[config.mk]
export PLATFORM = sky130hd
export DESIGN_NAME = id_ex_alu_issue_flat
export DESIGN_NICKNAME = d
export VERILOG_FILES = /design/src/rtl/alu_ctl_pkg.sv /design/src/rtl/id_ex_alu_issue_if.sv /design/src/rtl/alu_ctl_decode.sv /design/src/rtl/id_ex_alu_issue.sv /design/src/flat_wrapper.sv
export SDC_FILE = /design/constraint.sdc
export NUM_CORES = 1
export LEC_CHECK = 0
export CAP_MARGIN = 20
export CORE_ASPECT_RATIO = 1.75
export CORE_MARGIN = 2
export CORE_UTILIZATION = 43
export CTS_CLUSTER_SIZE = 30
export DETAILED_ROUTE_END_ITERATION = 10
export HOLD_SLACK_MARGIN = 0.05
export PLACE_DENSITY = 0.84
export SLEW_MARGIN = 20
export SYNTH_ARGS = -nofsm -noshare
export SYNTH_HDL_FRONTEND = slang
export SYNTH_SLANG_ARGS = --single-unit
[constraint.sdc]
create_clock -name clk -period 17.13 [get_ports clk]
set_clock_uncertainty 0.2 [all_clocks]
set_input_delay 1.713 -clock clk [delete_from_list [all_inputs] [get_ports clk]]
set_output_delay 1.713 -clock clk [all_outputs]
set_load 0.01 [all_outputs]
[src/rtl/alu_ctl_pkg.sv]
// Shared constants and types for the ID/EX ALU issue stage: ALU control codes,
// RV32I opcodes, funct7 values and the EX slot record.
package alu_ctl_pkg;

  localparam int XLEN = 32;

  localparam logic [3:0] ALU_ADD  = 4'b0000;
  localparam logic [3:0] ALU_ADDV = 4'b0001;
  localparam logic [3:0] ALU_SUB  = 4'b0010;
  localparam logic [3:0] ALU_SUBV = 4'b0011;
  localparam logic [3:0] ALU_AND  = 4'b0100;
  localparam logic [3:0] ALU_OR   = 4'b0101;
  localparam logic [3:0] ALU_XOR  = 4'b0110;
  localparam logic [3:0] ALU_NOR  = 4'b0111;
  localparam logic [3:0] ALU_SLTU = 4'b1000;
  localparam logic [3:0] ALU_SLT  = 4'b1001;
  localparam logic [3:0] ALU_SLL  = 4'b1100;
  localparam logic [3:0] ALU_SRL  = 4'b1101;
  localparam logic [3:0] ALU_SRA  = 4'b1110;

  localparam logic [6:0] OPC_OP     = 7'b0110011;
  localparam logic [6:0] OPC_OP_IMM = 7'b0010011;
  localparam logic [6:0] OPC_LOAD   = 7'b0000011;
  localparam logic [6:0] OPC_STORE  = 7'b0100011;
  localparam logic [6:0] OPC_BRANCH = 7'b1100011;
  localparam logic [6:0] OPC_LUI    = 7'b0110111;
  localparam logic [6:0] OPC_AUIPC  = 7'b0010111;
  localparam logic [6:0] OPC_JAL    = 7'b1101111;
  localparam logic [6:0] OPC_JALR   = 7'b1100111;

  localparam logic [6:0] F7_BASE = 7'b0000000;
  localparam logic [6:0] F7_ALT  = 7'b0100000;

  typedef struct packed {
    logic [4:0]      rd;
    logic            wb_en;
    logic            mem_rd;
    logic            mem_wr;
    logic            is_branch;
    logic [2:0]      br_f3;
    logic            is_jump;
    logic [XLEN-1:0] store_data;
  } sideband_t;

  typedef struct packed {
    logic            valid;
    logic            illegal;
    logic [3:0]      ctl;
    logic [XLEN-1:0] da;
    logic [XLEN-1:0] db;
    logic [XLEN-1:0] pc;
    logic [XLEN-1:0] imm;
    sideband_t       sb;
  } ex_slot_t;

  // Register-register / register-immediate operation for the base funct7 encoding.
  function automatic logic [3:0] base_ctl(input logic [2:0] f3);
    case (f3)
      3'b000:  return ALU_ADD;
      3'b001:  return ALU_SLL;
      3'b010:  return ALU_SLT;
      3'b011:  return ALU_SLTU;
      3'b100:  return ALU_XOR;
      3'b101:  return ALU_SRL;
      3'b110:  return ALU_OR;
      default: return ALU_AND;
    endcase
  endfunction

endpackage

[src/rtl/id_ex_alu_issue_if.sv]
// ID-side inputs and EX-side outputs of the issue stage. Handshake: ID_READY is
// ~EX_STALL; an instruction moves into EX on a rising edge when ID_VALID=1 and ID_READY=1.
interface id_ex_alu_issue_if;
  logic        ID_VALID;
  logic [31:0] ID_INSTR;
  logic [31:0] ID_PC;
  logic [31:0] ID_RS1_DATA;
  logic [31:0] ID_RS2_DATA;
  logic        EX_STALL;
  logic        FLUSH;
  logic        ID_READY;
  logic        EX_VALID;
  logic [3:0]  EX_ALU_CTL;
  logic [31:0] EX_ALU_DA;
  logic [31:0] EX_ALU_DB;
  logic [31:0] EX_PC;
  logic [31:0] EX_IMM;
  logic [31:0] EX_STORE_DATA;
  logic [4:0]  EX_RD;
  logic        EX_WB_EN;
  logic        EX_MEM_RD;
  logic        EX_MEM_WR;
  logic        EX_IS_BRANCH;
  logic [2:0]  EX_BR_F3;
  logic        EX_IS_JUMP;
  logic        EX_ILLEGAL;

  modport master (
    input  ID_VALID, ID_INSTR, ID_PC, ID_RS1_DATA, ID_RS2_DATA, EX_STALL, FLUSH,
    output ID_READY, EX_VALID, EX_ALU_CTL, EX_ALU_DA, EX_ALU_DB, EX_PC, EX_IMM,
           EX_STORE_DATA, EX_RD, EX_WB_EN, EX_MEM_RD, EX_MEM_WR, EX_IS_BRANCH,
           EX_BR_F3, EX_IS_JUMP, EX_ILLEGAL
  );

  modport slave (
    output ID_VALID, ID_INSTR, ID_PC, ID_RS1_DATA, ID_RS2_DATA, EX_STALL, FLUSH,
    input  ID_READY, EX_VALID, EX_ALU_CTL, EX_ALU_DA, EX_ALU_DB, EX_PC, EX_IMM,
           EX_STORE_DATA, EX_RD, EX_WB_EN, EX_MEM_RD, EX_MEM_WR, EX_IS_BRANCH,
           EX_BR_F3, EX_IS_JUMP, EX_ILLEGAL
  );
endinterface

[src/rtl/alu_ctl_decode.sv]
// Combinational RV32I decode into ALU control code, operand pair, immediate and
// EX/MEM/WB sideband. Illegal encodings come out with everything zeroed.
module alu_ctl_decode
  import alu_ctl_pkg::*;
(
  input  logic [31:0] instr,
  input  logic [31:0] pc,
  input  logic [31:0] rs1,
  input  logic [31:0] rs2,
  output logic [3:0]  ctl,
  output logic [31:0] da,
  output logic [31:0] db,
  output logic [31:0] imm,
  output sideband_t   sb,
  output logic        illegal
);

  logic [6:0]  opcode;
  logic [4:0]  rd;
  logic [2:0]  f3;
  logic [6:0]  f7;
  logic [31:0] i_imm, s_imm, b_imm, u_imm, j_imm, shamt;

  assign opcode = instr[6:0];
  assign rd     = instr[11:7];
  assign f3     = instr[14:12];
  assign f7     = instr[31:25];
  assign i_imm  = {{20{instr[31]}}, instr[31:20]};
  assign s_imm  = {{20{instr[31]}}, instr[31:25], instr[11:7]};
  assign b_imm  = {{19{instr[31]}}, instr[31], instr[7], instr[30:25], instr[11:8], 1'b0};
  assign u_imm  = {instr[31:12], 12'b0};
  assign j_imm  = {{11{instr[31]}}, instr[31], instr[19:12], instr[20], instr[30:21], 1'b0};
  assign shamt  = {27'b0, instr[24:20]};

  logic        writes;
  logic [3:0]  ctl_d;
  logic [31:0] da_d, db_d, imm_d, sd_d;
  logic        mrd_d, mwr_d, br_d, jmp_d, bad;

  always_comb begin
    writes = 1'b0;
    ctl_d  = ALU_ADD;
    da_d   = '0;
    db_d   = '0;
    imm_d  = '0;
    sd_d   = '0;
    mrd_d  = 1'b0;
    mwr_d  = 1'b0;
    br_d   = 1'b0;
    jmp_d  = 1'b0;
    bad    = 1'b0;
    case (opcode)
      OPC_OP: begin
        da_d   = rs1;
        db_d   = rs2;
        writes = 1'b1;
        if (f7 == F7_BASE)                     ctl_d = base_ctl(f3);
        else if (f7 == F7_ALT && f3 == 3'b000) ctl_d = ALU_SUB;
        else if (f7 == F7_ALT && f3 == 3'b101) ctl_d = ALU_SRA;
        else                                   bad   = 1'b1;
      end
      OPC_OP_IMM: begin
        da_d   = rs1;
        db_d   = i_imm;
        imm_d  = i_imm;
        writes = 1'b1;
        ctl_d  = base_ctl(f3);
        // Shifts take only the 5-bit shamt; imm[11:5] selects logical vs arithmetic.
        if (f3 == 3'b001) begin
          db_d = shamt;
          if (f7 != F7_BASE) bad = 1'b1;
        end else if (f3 == 3'b101) begin
          db_d = shamt;
          if (f7 == F7_ALT)        ctl_d = ALU_SRA;
          else if (f7 != F7_BASE)  bad   = 1'b1;
        end
      end
      OPC_LOAD: begin
        da_d   = rs1;
        db_d   = i_imm;
        imm_d  = i_imm;
        mrd_d  = 1'b1;
        writes = 1'b1;
      end
      OPC_STORE: begin
        da_d  = rs1;
        db_d  = s_imm;
        imm_d = s_imm;
        sd_d  = rs2;
        mwr_d = 1'b1;
      end
      OPC_BRANCH: begin
        da_d  = rs1;
        db_d  = rs2;
        imm_d = b_imm;
        br_d  = 1'b1;
        case (f3[2:1])
          2'b00:   ctl_d = ALU_SUB;
          2'b10:   ctl_d = ALU_SLT;
          2'b11:   ctl_d = ALU_SLTU;
          default: bad   = 1'b1;
        endcase
      end
      OPC_LUI: begin
        db_d   = u_imm;
        imm_d  = u_imm;
        writes = 1'b1;
      end
      OPC_AUIPC: begin
        da_d   = pc;
        db_d   = u_imm;
        imm_d  = u_imm;
        writes = 1'b1;
      end
      OPC_JAL, OPC_JALR: begin
        // Link value pc+4 is computed by the ALU; the target uses IMM in EX.
        da_d   = pc;
        db_d   = 32'd4;
        imm_d  = (opcode == OPC_JAL) ? j_imm : i_imm;
        jmp_d  = 1'b1;
        writes = 1'b1;
        if (opcode == OPC_JALR && f3 != 3'b000) bad = 1'b1;
      end
      default: bad = 1'b1;
    endcase
  end

  always_comb begin
    illegal       = bad;
    ctl           = bad ? ALU_ADD : ctl_d;
    da            = bad ? '0 : da_d;
    db            = bad ? '0 : db_d;
    imm           = bad ? '0 : imm_d;
    sb            = '0;
    if (!bad) begin
      sb.rd         = writes ? rd : 5'd0;
      sb.wb_en      = writes && (rd != 5'd0);
      sb.mem_rd     = mrd_d;
      sb.mem_wr     = mwr_d;
      sb.is_branch  = br_d;
      sb.br_f3      = br_d ? f3 : 3'b000;
      sb.is_jump    = jmp_d;
      sb.store_data = sd_d;
    end
  end

endmodule

[src/rtl/id_ex_alu_issue.sv]
// ID/EX pipeline register: decodes the ID instruction and holds it for the EX
// stage, with priority reset > flush > stall > load.
module id_ex_alu_issue
  import alu_ctl_pkg::*;
(
  input  logic              clk,
  input  logic              rst,
  id_ex_alu_issue_if.master bus
);

  logic [3:0]  dec_ctl;
  logic [31:0] dec_da, dec_db, dec_imm;
  sideband_t   dec_sb;
  logic        dec_illegal;
  ex_slot_t    ex_q;

  alu_ctl_decode u_decode (
    .instr   (bus.ID_INSTR),
    .pc      (bus.ID_PC),
    .rs1     (bus.ID_RS1_DATA),
    .rs2     (bus.ID_RS2_DATA),
    .ctl     (dec_ctl),
    .da      (dec_da),
    .db      (dec_db),
    .imm     (dec_imm),
    .sb      (dec_sb),
    .illegal (dec_illegal)
  );

  always_ff @(posedge clk or posedge rst) begin
    if (rst) begin
      ex_q <= '0;
    end else if (bus.FLUSH) begin
      ex_q <= '0;
    end else if (!bus.EX_STALL) begin
      if (bus.ID_VALID) begin
        ex_q.valid   <= 1'b1;
        ex_q.illegal <= dec_illegal;
        ex_q.ctl     <= dec_ctl;
        ex_q.da      <= dec_da;
        ex_q.db      <= dec_db;
        ex_q.pc      <= bus.ID_PC;
        ex_q.imm     <= dec_imm;
        ex_q.sb      <= dec_sb;
      end else begin
        ex_q <= '0;
      end
    end
  end

  assign bus.ID_READY      = ~bus.EX_STALL;
  assign bus.EX_VALID      = ex_q.valid;
  assign bus.EX_ILLEGAL    = ex_q.illegal;
  assign bus.EX_ALU_CTL    = ex_q.ctl;
  assign bus.EX_ALU_DA     = ex_q.da;
  assign bus.EX_ALU_DB     = ex_q.db;
  assign bus.EX_PC         = ex_q.pc;
  assign bus.EX_IMM        = ex_q.imm;
  assign bus.EX_STORE_DATA = ex_q.sb.store_data;
  assign bus.EX_RD         = ex_q.sb.rd;
  assign bus.EX_WB_EN      = ex_q.sb.wb_en;
  assign bus.EX_MEM_RD     = ex_q.sb.mem_rd;
  assign bus.EX_MEM_WR     = ex_q.sb.mem_wr;
  assign bus.EX_IS_BRANCH  = ex_q.sb.is_branch;
  assign bus.EX_BR_F3      = ex_q.sb.br_f3;
  assign bus.EX_IS_JUMP    = ex_q.sb.is_jump;

endmodule

[src/flat_wrapper.sv]
// flat-port wrapper written by rule: the top's interface ports become plain ports
module id_ex_alu_issue_flat import alu_ctl_pkg::*;
  (clk, rst, bus_ID_VALID, bus_ID_INSTR, bus_ID_PC, bus_ID_RS1_DATA, bus_ID_RS2_DATA, bus_EX_STALL, bus_FLUSH, bus_ID_READY, bus_EX_VALID, bus_EX_ALU_CTL, bus_EX_ALU_DA, bus_EX_ALU_DB, bus_EX_PC, bus_EX_IMM, bus_EX_STORE_DATA, bus_EX_RD, bus_EX_WB_EN, bus_EX_MEM_RD, bus_EX_MEM_WR, bus_EX_IS_BRANCH, bus_EX_BR_F3, bus_EX_IS_JUMP, bus_EX_ILLEGAL);
  id_ex_alu_issue_if bus_i ();
  input  logic clk;
  input  logic rst;
  input wire logic [$bits(bus_i.ID_VALID)-1:0] bus_ID_VALID;
  input wire logic [$bits(bus_i.ID_INSTR)-1:0] bus_ID_INSTR;
  input wire logic [$bits(bus_i.ID_PC)-1:0] bus_ID_PC;
  input wire logic [$bits(bus_i.ID_RS1_DATA)-1:0] bus_ID_RS1_DATA;
  input wire logic [$bits(bus_i.ID_RS2_DATA)-1:0] bus_ID_RS2_DATA;
  input wire logic [$bits(bus_i.EX_STALL)-1:0] bus_EX_STALL;
  input wire logic [$bits(bus_i.FLUSH)-1:0] bus_FLUSH;
  output wire logic [$bits(bus_i.ID_READY)-1:0] bus_ID_READY;
  output wire logic [$bits(bus_i.EX_VALID)-1:0] bus_EX_VALID;
  output wire logic [$bits(bus_i.EX_ALU_CTL)-1:0] bus_EX_ALU_CTL;
  output wire logic [$bits(bus_i.EX_ALU_DA)-1:0] bus_EX_ALU_DA;
  output wire logic [$bits(bus_i.EX_ALU_DB)-1:0] bus_EX_ALU_DB;
  output wire logic [$bits(bus_i.EX_PC)-1:0] bus_EX_PC;
  output wire logic [$bits(bus_i.EX_IMM)-1:0] bus_EX_IMM;
  output wire logic [$bits(bus_i.EX_STORE_DATA)-1:0] bus_EX_STORE_DATA;
  output wire logic [$bits(bus_i.EX_RD)-1:0] bus_EX_RD;
  output wire logic [$bits(bus_i.EX_WB_EN)-1:0] bus_EX_WB_EN;
  output wire logic [$bits(bus_i.EX_MEM_RD)-1:0] bus_EX_MEM_RD;
  output wire logic [$bits(bus_i.EX_MEM_WR)-1:0] bus_EX_MEM_WR;
  output wire logic [$bits(bus_i.EX_IS_BRANCH)-1:0] bus_EX_IS_BRANCH;
  output wire logic [$bits(bus_i.EX_BR_F3)-1:0] bus_EX_BR_F3;
  output wire logic [$bits(bus_i.EX_IS_JUMP)-1:0] bus_EX_IS_JUMP;
  output wire logic [$bits(bus_i.EX_ILLEGAL)-1:0] bus_EX_ILLEGAL;
  assign bus_i.ID_VALID = bus_ID_VALID;
  assign bus_i.ID_INSTR = bus_ID_INSTR;
  assign bus_i.ID_PC = bus_ID_PC;
  assign bus_i.ID_RS1_DATA = bus_ID_RS1_DATA;
  assign bus_i.ID_RS2_DATA = bus_ID_RS2_DATA;
  assign bus_i.EX_STALL = bus_EX_STALL;
  assign bus_i.FLUSH = bus_FLUSH;
  assign bus_ID_READY = bus_i.ID_READY;
  assign bus_EX_VALID = bus_i.EX_VALID;
  assign bus_EX_ALU_CTL = bus_i.EX_ALU_CTL;
  assign bus_EX_ALU_DA = bus_i.EX_ALU_DA;
  assign bus_EX_ALU_DB = bus_i.EX_ALU_DB;
  assign bus_EX_PC = bus_i.EX_PC;
  assign bus_EX_IMM = bus_i.EX_IMM;
  assign bus_EX_STORE_DATA = bus_i.EX_STORE_DATA;
  assign bus_EX_RD = bus_i.EX_RD;
  assign bus_EX_WB_EN = bus_i.EX_WB_EN;
  assign bus_EX_MEM_RD = bus_i.EX_MEM_RD;
  assign bus_EX_MEM_WR = bus_i.EX_MEM_WR;
  assign bus_EX_IS_BRANCH = bus_i.EX_IS_BRANCH;
  assign bus_EX_BR_F3 = bus_i.EX_BR_F3;
  assign bus_EX_IS_JUMP = bus_i.EX_IS_JUMP;
  assign bus_EX_ILLEGAL = bus_i.EX_ILLEGAL;
  id_ex_alu_issue u_core (.clk(clk), .rst(rst), .bus(bus_i));
endmodule
# Word-level counts from Yosys, hierarchy flattened
# Index checks and enable logic that the tools add are counted.
dict set report classes {
  add_sub_neg 0
  multipliers 0
  div 0
  n_lt_le_gt_ge 0
  eq_ne 19
  n_shift 0
  n_mux 41
  bitwise_logic 1
  reduce_logical 19
}
# operator n
set op_table {}
lappend op_table {{$mux 179} 3}
lappend op_table {{$mux 32} 6}
lappend op_table {{$pmux 32 s6} 1}
lappend op_table {{$pmux 32 s5} 1}
lappend op_table {{$pmux 32 s2} 1}
lappend op_table {{$mux 45} 1}
lappend op_table {{$eq 7x6->1 const B} 4}
lappend op_table {{$mux 4} 7}
lappend op_table {{$pmux 4 s7} 1}
lappend op_table {{$pmux 4 s3} 2}
lappend op_table {{$eq 7x7->1 const B} 3}
lappend op_table {{$mux 20} 1}
lappend op_table {{$eq 7x5->1 const B} 2}
lappend op_table {{$mux 1} 14}
lappend op_table {{$eq 3x3->1 const B} 3}
lappend op_table {{$reduce_or 2->1} 4}
lappend op_table {{$eq 7x2->1 const B} 1}
lappend op_table {{$logic_not 7->1} 1}
lappend op_table {{$reduce_bool 7->1} 1}
lappend op_table {{$reduce_or 7->1} 1}
lappend op_table {{$eq 3x2->1 const B} 2}
lappend op_table {{$reduce_or 3->1} 2}
lappend op_table {{$mux 5} 1}
lappend op_table {{$pmux 1 s5} 1}
lappend op_table {{other kinds (12)} 16}
dict set report word_totals {
  regBits 179
  latch_bits 0
  mem_bits_rw 0
  mem_bits_ro 0
  wordCells 95
  mem_count 0
}

# Logic depth before layout (Yosys ltp)
# Gate-level depths: netlist of run 1.
dict set report depth {
  depth_word 10
  ltp_mapped 9
}

# Hierarchy
# Synthesis of run 1 repeated with hierarchy kept, for this count alone.
dict set report hier_totals {
  hier_cells 984
  hier_area_um2 9331.4
}
# mod instances cells_each area_each_um2
set modules_own_cells {}
lappend modules_own_cells {id_ex_alu_issue 1 614 7226.9}
lappend modules_own_cells {alu_ctl_decode 1 370 2104.5}

# Least setup slack after synthesis of run 1
# Ideal clock, no wire load.
dict set report synth_path {
  path_type {input to output}
  from {input port bus_EX_STALL}
  to {output port bus_ID_READY}
  t_arrival_ns 1.799
  required_time_ns 15.217
  slack_ns 13.418
  stages 1
  cell_sequence {inv_1}
}
dict set report synth_via {
  elab_chain_len 1
}
# item line_no
set synth_lines {}
lappend synth_lines {{from (decl)} flat_wrapper.sv:12} ;# input wire logic [$bits(bus_i.EX_STALL)-1:0] bus_EX_STALL;
lappend synth_lines {{$not 1->1} id_ex_alu_issue.sv:51} ;# assign bus.ID_READY = ~bus.EX_STALL;
lappend synth_lines {{to (decl)} flat_wrapper.sv:14} ;# output wire logic [$bits(bus_i.ID_READY)-1:0] bus_ID_READY;
# No other way between the ends.

# Worst setup path in the final report of run 1
dict set report layout_path {
  from {input port bus_ID_INSTR[5]}
  to {register u_core.ex_q (netlist bit u_core.bus.EX_MEM_RD)}
}
dict set report layout_via {
  elab_chain_len 8
  word_cells_on_any_way 19
  cone_classes {eq/ne: 9; mux: 7; reduce/logical: 3}
}
# item line_no
set layout_lines {}
lappend layout_lines {{from (decl)} flat_wrapper.sv:8} ;# input wire logic [$bits(bus_i.ID_INSTR)-1:0] bus_ID_INSTR;
lappend layout_lines {{$eq 7x7->1} {alu_ctl_decode.sv:52, alu_ctl_decode.sv:122}}
lappend layout_lines {{$logic_and 1x1->1} alu_ctl_decode.sv:122} ;# if (opcode == OPC_JALR && f3 != 3'b000) bad = 1'b1;
lappend layout_lines {{$mux 1} alu_ctl_decode.sv:122}
lappend layout_lines {{$pmux 1 s5} alu_ctl_decode.sv:52} ;# case (opcode)
lappend layout_lines {{$mux 45 *} alu_ctl_decode.sv:135} ;# if (!bad) begin
lappend layout_lines {{$mux 179 *} id_ex_alu_issue.sv:36} ;# if (bus.ID_VALID) begin
lappend layout_lines {{$mux 179 *} id_ex_alu_issue.sv:35} ;# end else if (!bus.EX_STALL) begin
lappend layout_lines {{$mux 179 *} id_ex_alu_issue.sv:33} ;# end else if (bus.FLUSH) begin
lappend layout_lines {{to (decl)} id_ex_alu_issue.sv:15} ;# ex_slot_t ex_q;
# Every way passes the cells marked *; elsewhere a longest branch is shown, timed or not. The select of a mux whose other input is x is not followed.
# A chain may end at the register's enable or synchronous reset.

==> results of run 1 <==
[path summary, 6_finish.rpt]
path | startpoint | endpoint | slack [ps] | cells past startpoint
setup / recovery | bus_ID_INSTR[5] | u_core.bus.EX_MEM_RD | 12350 | 7
hold / removal | u_core.bus.EX_MEM_WR | u_core.bus.EX_MEM_WR | 280 | 1
setup reg to reg | u_core.bus.EX_ALU_CTL[0] | u_core.bus.EX_ALU_CTL[0] | 15950 | 3
hold reg to reg | u_core.bus.EX_MEM_WR | u_core.bus.EX_MEM_WR | 280 | 1
max in group asynchronous | rst | u_core.bus.EX_STORE_DATA[4] | 13490 | 3
min in group asynchronous | rst | u_core.bus.EX_PC[4] | 1690 | 2
[kinds of logic (layout without fill, tap and decap cells)]
logic type,Yosys count,count (layout),synth area share (%)
simple gates,177,177,10.7
xor+xnor,3,3,0.339
buf+inv,77,366,4.10
compound gates,300,300,27.0
flops,179,179,57.8
[flip-flops by register name, indices dropped and copies added, names as in the netlist]
register,flops
u_core.bus.EX_MEM_RD,1
u_core.bus.EX_VALID,1
u_core.bus.EX_RD,5
u_core.bus.EX_BR_F3,3
u_core.bus.EX_ALU_DB,32
u_core.bus.EX_STORE_DATA,32
u_core.bus.EX_ILLEGAL,1
u_core.bus.EX_IMM,32
u_core.bus.EX_ALU_DA,32
u_core.bus.EX_MEM_WR,1
u_core.bus.EX_WB_EN,1
u_core.bus.EX_IS_JUMP,1
u_core.bus.EX_ALU_CTL,4
u_core.bus.EX_IS_BRANCH,1
u_core.bus.EX_PC,32
[final cells by class]
| class | count | share of cell area, % |
|---|---|---|
| inverters | 9 | 0.334 |
| repair buffers | 326 | 27.9 |
| multi-input cells | 480 | 25.7 |
| clock inverters | 10 | 0.874 |
| flip-flops and latches | 179 | 38.6 |
| well taps | 234 | 2.52 |
| clock buffers | 21 | 4.06 |
[stage by stage]
stage	hold WS (ps)	area, um^2	util, %	std cells
final	279	11600	65.1	1259
after floorplan	315	7740	-	736
after CTS	282	11600	65.1	1259
after detailed placement	267	11000	61.9	1228
after global routing	291	11600	65.1	1259
after global placement	259	11000	61.9	1228
[cells in the mapped netlist, drive strengths merged (2+ instances only)]
library cell  instances  area, um^2
a22oi                44         330
nor4                  4        31.3
a222oi                3        30.0
a211oi                3        27.5
a21oi                29         145
nand2b                4        25.0
nor3b                 2        20.0
a22o                 67         587
and2                  3        18.8
nor2b                 5        31.3
o31ai                 3        22.5
nand3                 8        45.0
nand3b                2        27.5
nand2               109         409
nor4b                 2        17.5
and3                  2        12.5
buf                  14        81.3
or3                   2        12.5
o211ai                2        15.0
nor2                 17        63.8
a21o                  2        15.0
o2111ai               2        17.5
xor2                  2        17.5
clkbuf               54         203
a221oi               19         166
nor3                 10        50.1
inv                   9        33.8
o21a                  2        15.0
dfrtp               179        4480
a32o                 14         140
o21ai               103         516
[power breakdown]
group	internal, mW	total, mW	leakage, nW	switching (mW)
combinational	0.0417	0.0903	1.96	0.0486
sequential	0.426	0.428	2.49	0.00186
clock	0.212	0.380	0.272	0.168
total	0.680	0.898	4.72	0.218
[routing by layer]
layer	track usage [%]	wire length, um	vias to the layer above
met5	0	0	-
met4	14.3	1290	0
met3	5.85	1990	70
met2	52.6	15100	371
met1	33.6	10300	3680
li1	-	-	3290
[cell usage in the layout (no fill, tap or decap), types with 3 or more instances in the layout]
cell type	Yosys	routed
buf_4	0	13
o21ai_1	6	5
dfrtp_1	179	179
clkinvlp_4	0	3
clkinv_4	0	4
a21oi_1	29	28
and2_1	3	3
nor2b_1	5	5
a221oi_1	19	19
nand2_1	109	109
a22o_1	67	67
a22oi_1	44	44
clkdlybuf4s50_1	0	312
nor3_2	0	3
clkbuf_8	0	3
nor2_1	17	16
a32o_1	14	14
o21ai_0	97	97
inv_1	9	8
o31ai_1	3	3
a222oi_1	3	3
nand3_1	7	7
nor3_1	10	7
clkbuf_16	0	17
nor4_1	3	3
nand2b_1	4	4
==> impl_metrics.py, run 1 <==
metrics = {
    "outcome": {
        "status": "completed",
    },
    "clock_tree": {
        "postCtsSetupRepairBufs": 0,
        "tritoncts": "done",
        "clockRootBuffer": "clkbuf_16",
        "hold_buffers": 0,
        "ctsResizeCount": 0,
        "cts_buffers": 17,
        "clock_sinks": 179,
        "clk_pin_slew_ps": 70,
        "clock_path_buffers": 2,
        "clk_latency_ps": 430,
        "cts_max_level": 4,
    },
    "final_layout": {
        "antenna_cells": 0,
        "nets": 1146,
        "nFillCells": 1362,
        "area_delta_synth_final_pct": 49.8,
        "final-seq-area_um2": 4480,
        "multi_input_area_um2": 2980,
        "drive_gt1_share_pct": 5.66,
    },
    "route": {
        "drt.antenna.violating_nets": 0,
        "via_count": 7411,
        "drtPass1Iterations": 6,
        "drc": 0,
        "wl_um": 28700,
        "wl_per_cell_um": 22.8,
        "viasPerCell": 5.89,
        "drt-initial-drc-count": 664,
    },
    "critical_path": {
        "criticalPathCategory": "input pin to flip-flop",
        "crit_buf_inv": 2,
        "cp-start-kind": "input pin",
        "worst_ep_required_time_ps": 17270,
        "path_max_fanout": 59,
        "cp_slowest_cell": "clkdlybuf4s50_1",
        "end_kind": "flip-flop",
        "slowest_delay_ps": 890,
        "cp_cell_sequence": "clkdlybuf4s50_1 > nor3b_1 > and3_1 > a211oi_2 > nand3_2 > buf_4 > o31ai_1",
        "path_delay_family": "buffers and inverters",
        "cp.arrival_ps": 4910,
    },
    "timing": {
        "slew_headroom_pct": 36.4,
        "min_period_ps": 4780,
        "clock.fmax_mhz": 209,
        "final-setup-viol-count": 0,
        "setup_tns_ps": 0,
        "slew_viol_final": 0,
        "rsz0062_at_grt": "no",
        "hold_violations": 0,
        "layout_setup_ws_ps": 12350,
        "post-route-period-util_pct": 27.9,
        "worstMarginPinSlew_ps": 953,
    },
    "grt": {
        "grt_pass1_wl_um": 43400,
        "grt_antenna_before_repair": 0,
        "grt_pass1_vias": 7433,
        "overflow": 0,
        "grt_max_degree": 108,
        "grt_usage_pct": 29.6,
    },
    "logic_synthesis": {
        "synthArstFlopShare_pct": 100,
        "syn_nets": 869,
        "avgSynthCellArea_um2": 10.5,
        "synth_edf_count": 0,
        "synth-seq-cells": 179,
        "synthFlopType": "dfrtp_1",
        "synth_area_um2": 7740,
        "yosysSeqAreaShare_pct": 57.8,
        "syn-instance-count": 736,
        "yosysWarnings": 0,
        "synth.distinct_cells": 54,
    },
    "floorplanning": {
        "rows": 65,
        "fp.dieW_um": 105,
        "die_area_um2": 19100,
        "initial_core_util_pct": 43.5,
        "io_pins": 313,
        "fp.dieH_um": 182,
        "coreArea_um2": 17800,
    },
    "flow_run": {
        "maxCapViolCount": 0,
    },
    "power_and_ir_drop": {
        "p_leak_nw": 4.72,
        "power_mw": 0.898,
        "ir_drop_mv": 0.0700,
        "powerDensity_nw_per_um2": 77.4,
    },
    "placed_design": {
        "port_buffers": 312,
        "gp_congestion": 0.901,
        "pre_cts_ws_ps": 12020,
        "dp_hpwl_um": 20500,
    },
    "hold_path": {
        "holdCritPathClass": "flip-flop to flip-flop",
    },
}
Note: power is estimated with default switching activity, not from simulation.
==> run 2: changes to the inputs <==
--- a/config.mk
+++ b/config.mk
@@ -8,11 +8,11 @@
 export CAP_MARGIN = 20
 export CORE_ASPECT_RATIO = 1.75
 export CORE_MARGIN = 2
-export CORE_UTILIZATION = 43
+export CORE_UTILIZATION = 39
 export CTS_CLUSTER_SIZE = 30
 export DETAILED_ROUTE_END_ITERATION = 10
 export HOLD_SLACK_MARGIN = 0.05
-export PLACE_DENSITY = 0.84
+export PLACE_DENSITY = 0.8
 export SLEW_MARGIN = 20
 export SYNTH_ARGS = -nofsm -noshare
 export SYNTH_HDL_FRONTEND = slang
==> constraint.sdc (replaced) <==
create_clock -name clk -period 4.3 [get_ports clk]
set_clock_uncertainty 0.2 [all_clocks]
set_input_delay 0.43 -clock clk [delete_from_list [all_inputs] [get_ports clk]]
set_output_delay 0.43 -clock clk [all_outputs]
set_load 0.01 [all_outputs]
==> run 2 against run 1 <==
  * Register-to-register slack worse by 13000 ps
  * Via count down 0.36%
  * Power grew to 4.2 times the previous value
  * Die area rose by 9.9%
  * Sequential share of layout area is 0.85 points lower
  * Clock power rose to 4.5 times the previous value
  * Combinational power rose to 4.2 times the previous value
  * Routed wire length increased by 4.3%
  * Highest routed layer unchanged
==> impl_metrics.py, run 2 (synthesized netlist as in run 1, its figures left out) <==
metrics = {
    "outcome": {
        "status": "completed",
    },
    "power_and_ir_drop": {
        "powerDensity_nw_per_um2": 319,
        "power_mw": 3.79,
        "p_leak_nw": 4.85,
        "ir_drop_mv": 0.234,
    },
    "critical_path": {
        "cp_slowest_cell": "clkdlybuf4s50_1",
        "reg2reg_depth": 3,
        "path_depth": 7,
        "cp.arrival_ps": 3360,
        "crit_buf_inv": 2,
        "slowest_delay_ps": 930,
        "worst_ep_required_time_ps": 4430,
        "path_max_fanout": 39,
        "cp-start-kind": "input pin",
        "end_kind": "flip-flop",
        "cp_cell_sequence": "clkdlybuf4s50_1 > nor3b_1 > and3_1 > a211oi_2 > nand3_4 > buf_12 > o21ai_0",
        "criticalPathCategory": "input pin to flip-flop",
        "path_delay_family": "buffers and inverters",
    },
    "route": {
        "via_count": 7384,
        "drtPass1Iterations": 6,
        "wl_um": 30000,
        "drc": 0,
        "drt.antenna.violating_nets": 0,
        "viasPerCell": 5.74,
        "wl_per_cell_um": 23.3,
        "drt-initial-drc-count": 624,
    },
    "timing": {
        "layout_setup_ws_ps": 1080,
        "hold_violations": 0,
        "slew_headroom_pct": 34.5,
        "rsz0062_at_grt": "no",
        "worstMarginPinSlew_ps": 980,
        "clock.fmax_mhz": 310,
        "slew_viol_final": 0,
        "post-route-period-util_pct": 75.0,
        "setup_tns_ps": 0,
        "min_period_ps": 3220,
        "final-setup-viol-count": 0,
    },
    "final_layout": {
        "nets": 1160,
        "final_area_um2": 11900,
        "layout_common_cells": "clkdlybuf4s50_1, dfrtp_1, nand2_1",
        "final-seq-area_um2": 4480,
        "area_delta_synth_final_pct": 53.1,
        "drive_gt1_share_pct": 7.12,
        "nFillCells": 1617,
        "final_common_cell": "clkdlybuf4s50_1",
        "multi_input_area_um2": 3000,
        "final_cells": 1286,
    },
    "grt": {
        "grt_usage_pct": 27.9,
        "grt_pass1_vias": 7529,
        "grt_pass1_wl_um": 45300,
        "grt_antenna_before_repair": 1,
        "grt_max_degree": 108,
        "overflow": 0,
    },
    "placed_design": {
        "gp_congestion": 0.964,
        "port_buffers": 312,
        "pre_cts_ws_ps": 668,
        "postPlaceCellArea_um2": 11200,
        "placed_cells": 1253,
        "dp_hpwl_um": 21800,
    },
    "floorplanning": {
        "initial_core_util_pct": 39.6,
        "fp.dieW_um": 111,
        "coreArea_um2": 19600,
        "rows": 68,
        "io_pins": 313,
        "die_area_um2": 21000,
        "fp.dieH_um": 190,
    },
    "clock_tree": {
        "tritoncts": "done",
        "cts_buffers": 17,
        "clk_latency_ps": 420,
        "clockRootBuffer": "clkbuf_16",
        "cts_max_level": 4,
        "clock_path_buffers": 2,
        "clock_sinks": 179,
        "hold_buffers": 0,
        "postCtsSetupRepairBufs": 0,
        "ctsResizeCount": 0,
        "clk_pin_slew_ps": 70,
    },
    "hold_path": {
        "holdCritPathClass": "input pin to asynchronous set/reset pin",
    },
    "flow_run": {
        "maxCapViolCount": 0,
    },
}
-- run 2: where the power goes --
group,internal [mW],switching [mW]
registers,1.70,0.00780
logic,0.178,0.201
clock network,0.999,0.705
-- run 2: cell type report --
type | instances | area share, %
timing repair buffer | 340 | 28.6
inverter | 9 | 0.317
antenna | 1 | 0.0211
multi-input combinational | 480 | 25.3
clock buffer | 18 | 3.70
clock inverter | 14 | 1.69
sequential | 179 | 37.8
tap | 245 | 2.58
-- run 2: final timing paths --
path	from	endpoint	slack, ps
worst min-delay path	rst	u_core.bus.EX_PC[6]	270
min in group clk	u_core.bus.EX_ALU_DB[23]	u_core.bus.EX_ALU_DB[23]	280
worst max register to register	u_core.bus.EX_ALU_CTL[0]	u_core.bus.EX_ALU_CTL[0]	3100
max in group asynchronous	rst	u_core.bus.EX_IMM[31]	3060
worst max-delay path	bus_ID_INSTR[5]	u_core.bus.EX_IMM[24]	1080
worst min register to register	u_core.bus.EX_ALU_DB[23]	u_core.bus.EX_ALU_DB[23]	280
-- run 2: per-layer routing --
| layer | part of all wire (%) | vias to the layer above | wire length [um] | GRT usage [%] |
|---|---|---|---|---|
| met1 | 37 | 3619 | 11100 | 32.8 |
| li1 | - | 3309 | - | - |
| met4 | 5.5 | 0 | 1660 | 16.4 |
| met3 | 5.8 | 81 | 1740 | 4.64 |
| met5 | 0 | - | 0 | 0 |
| met2 | 52 | 375 | 15500 | 48.1 |
-- run 2: through the flow --
step / utilization, % / hold WS (ps)
4_1_cts: 60.6 / 284
6_report: 60.6 / 268
3_5_place_dp: 57.3 / 267
5_1_grt: 60.6 / 311
3_3_place_gp: 57.3 / 261
2_1_floorplan: - / 315
-- run 2: tightest hold or removal path: stages --
cell	delay, ps
clkdlybuf4s50_1	440
clkinvlp_4	120
buf_12	320
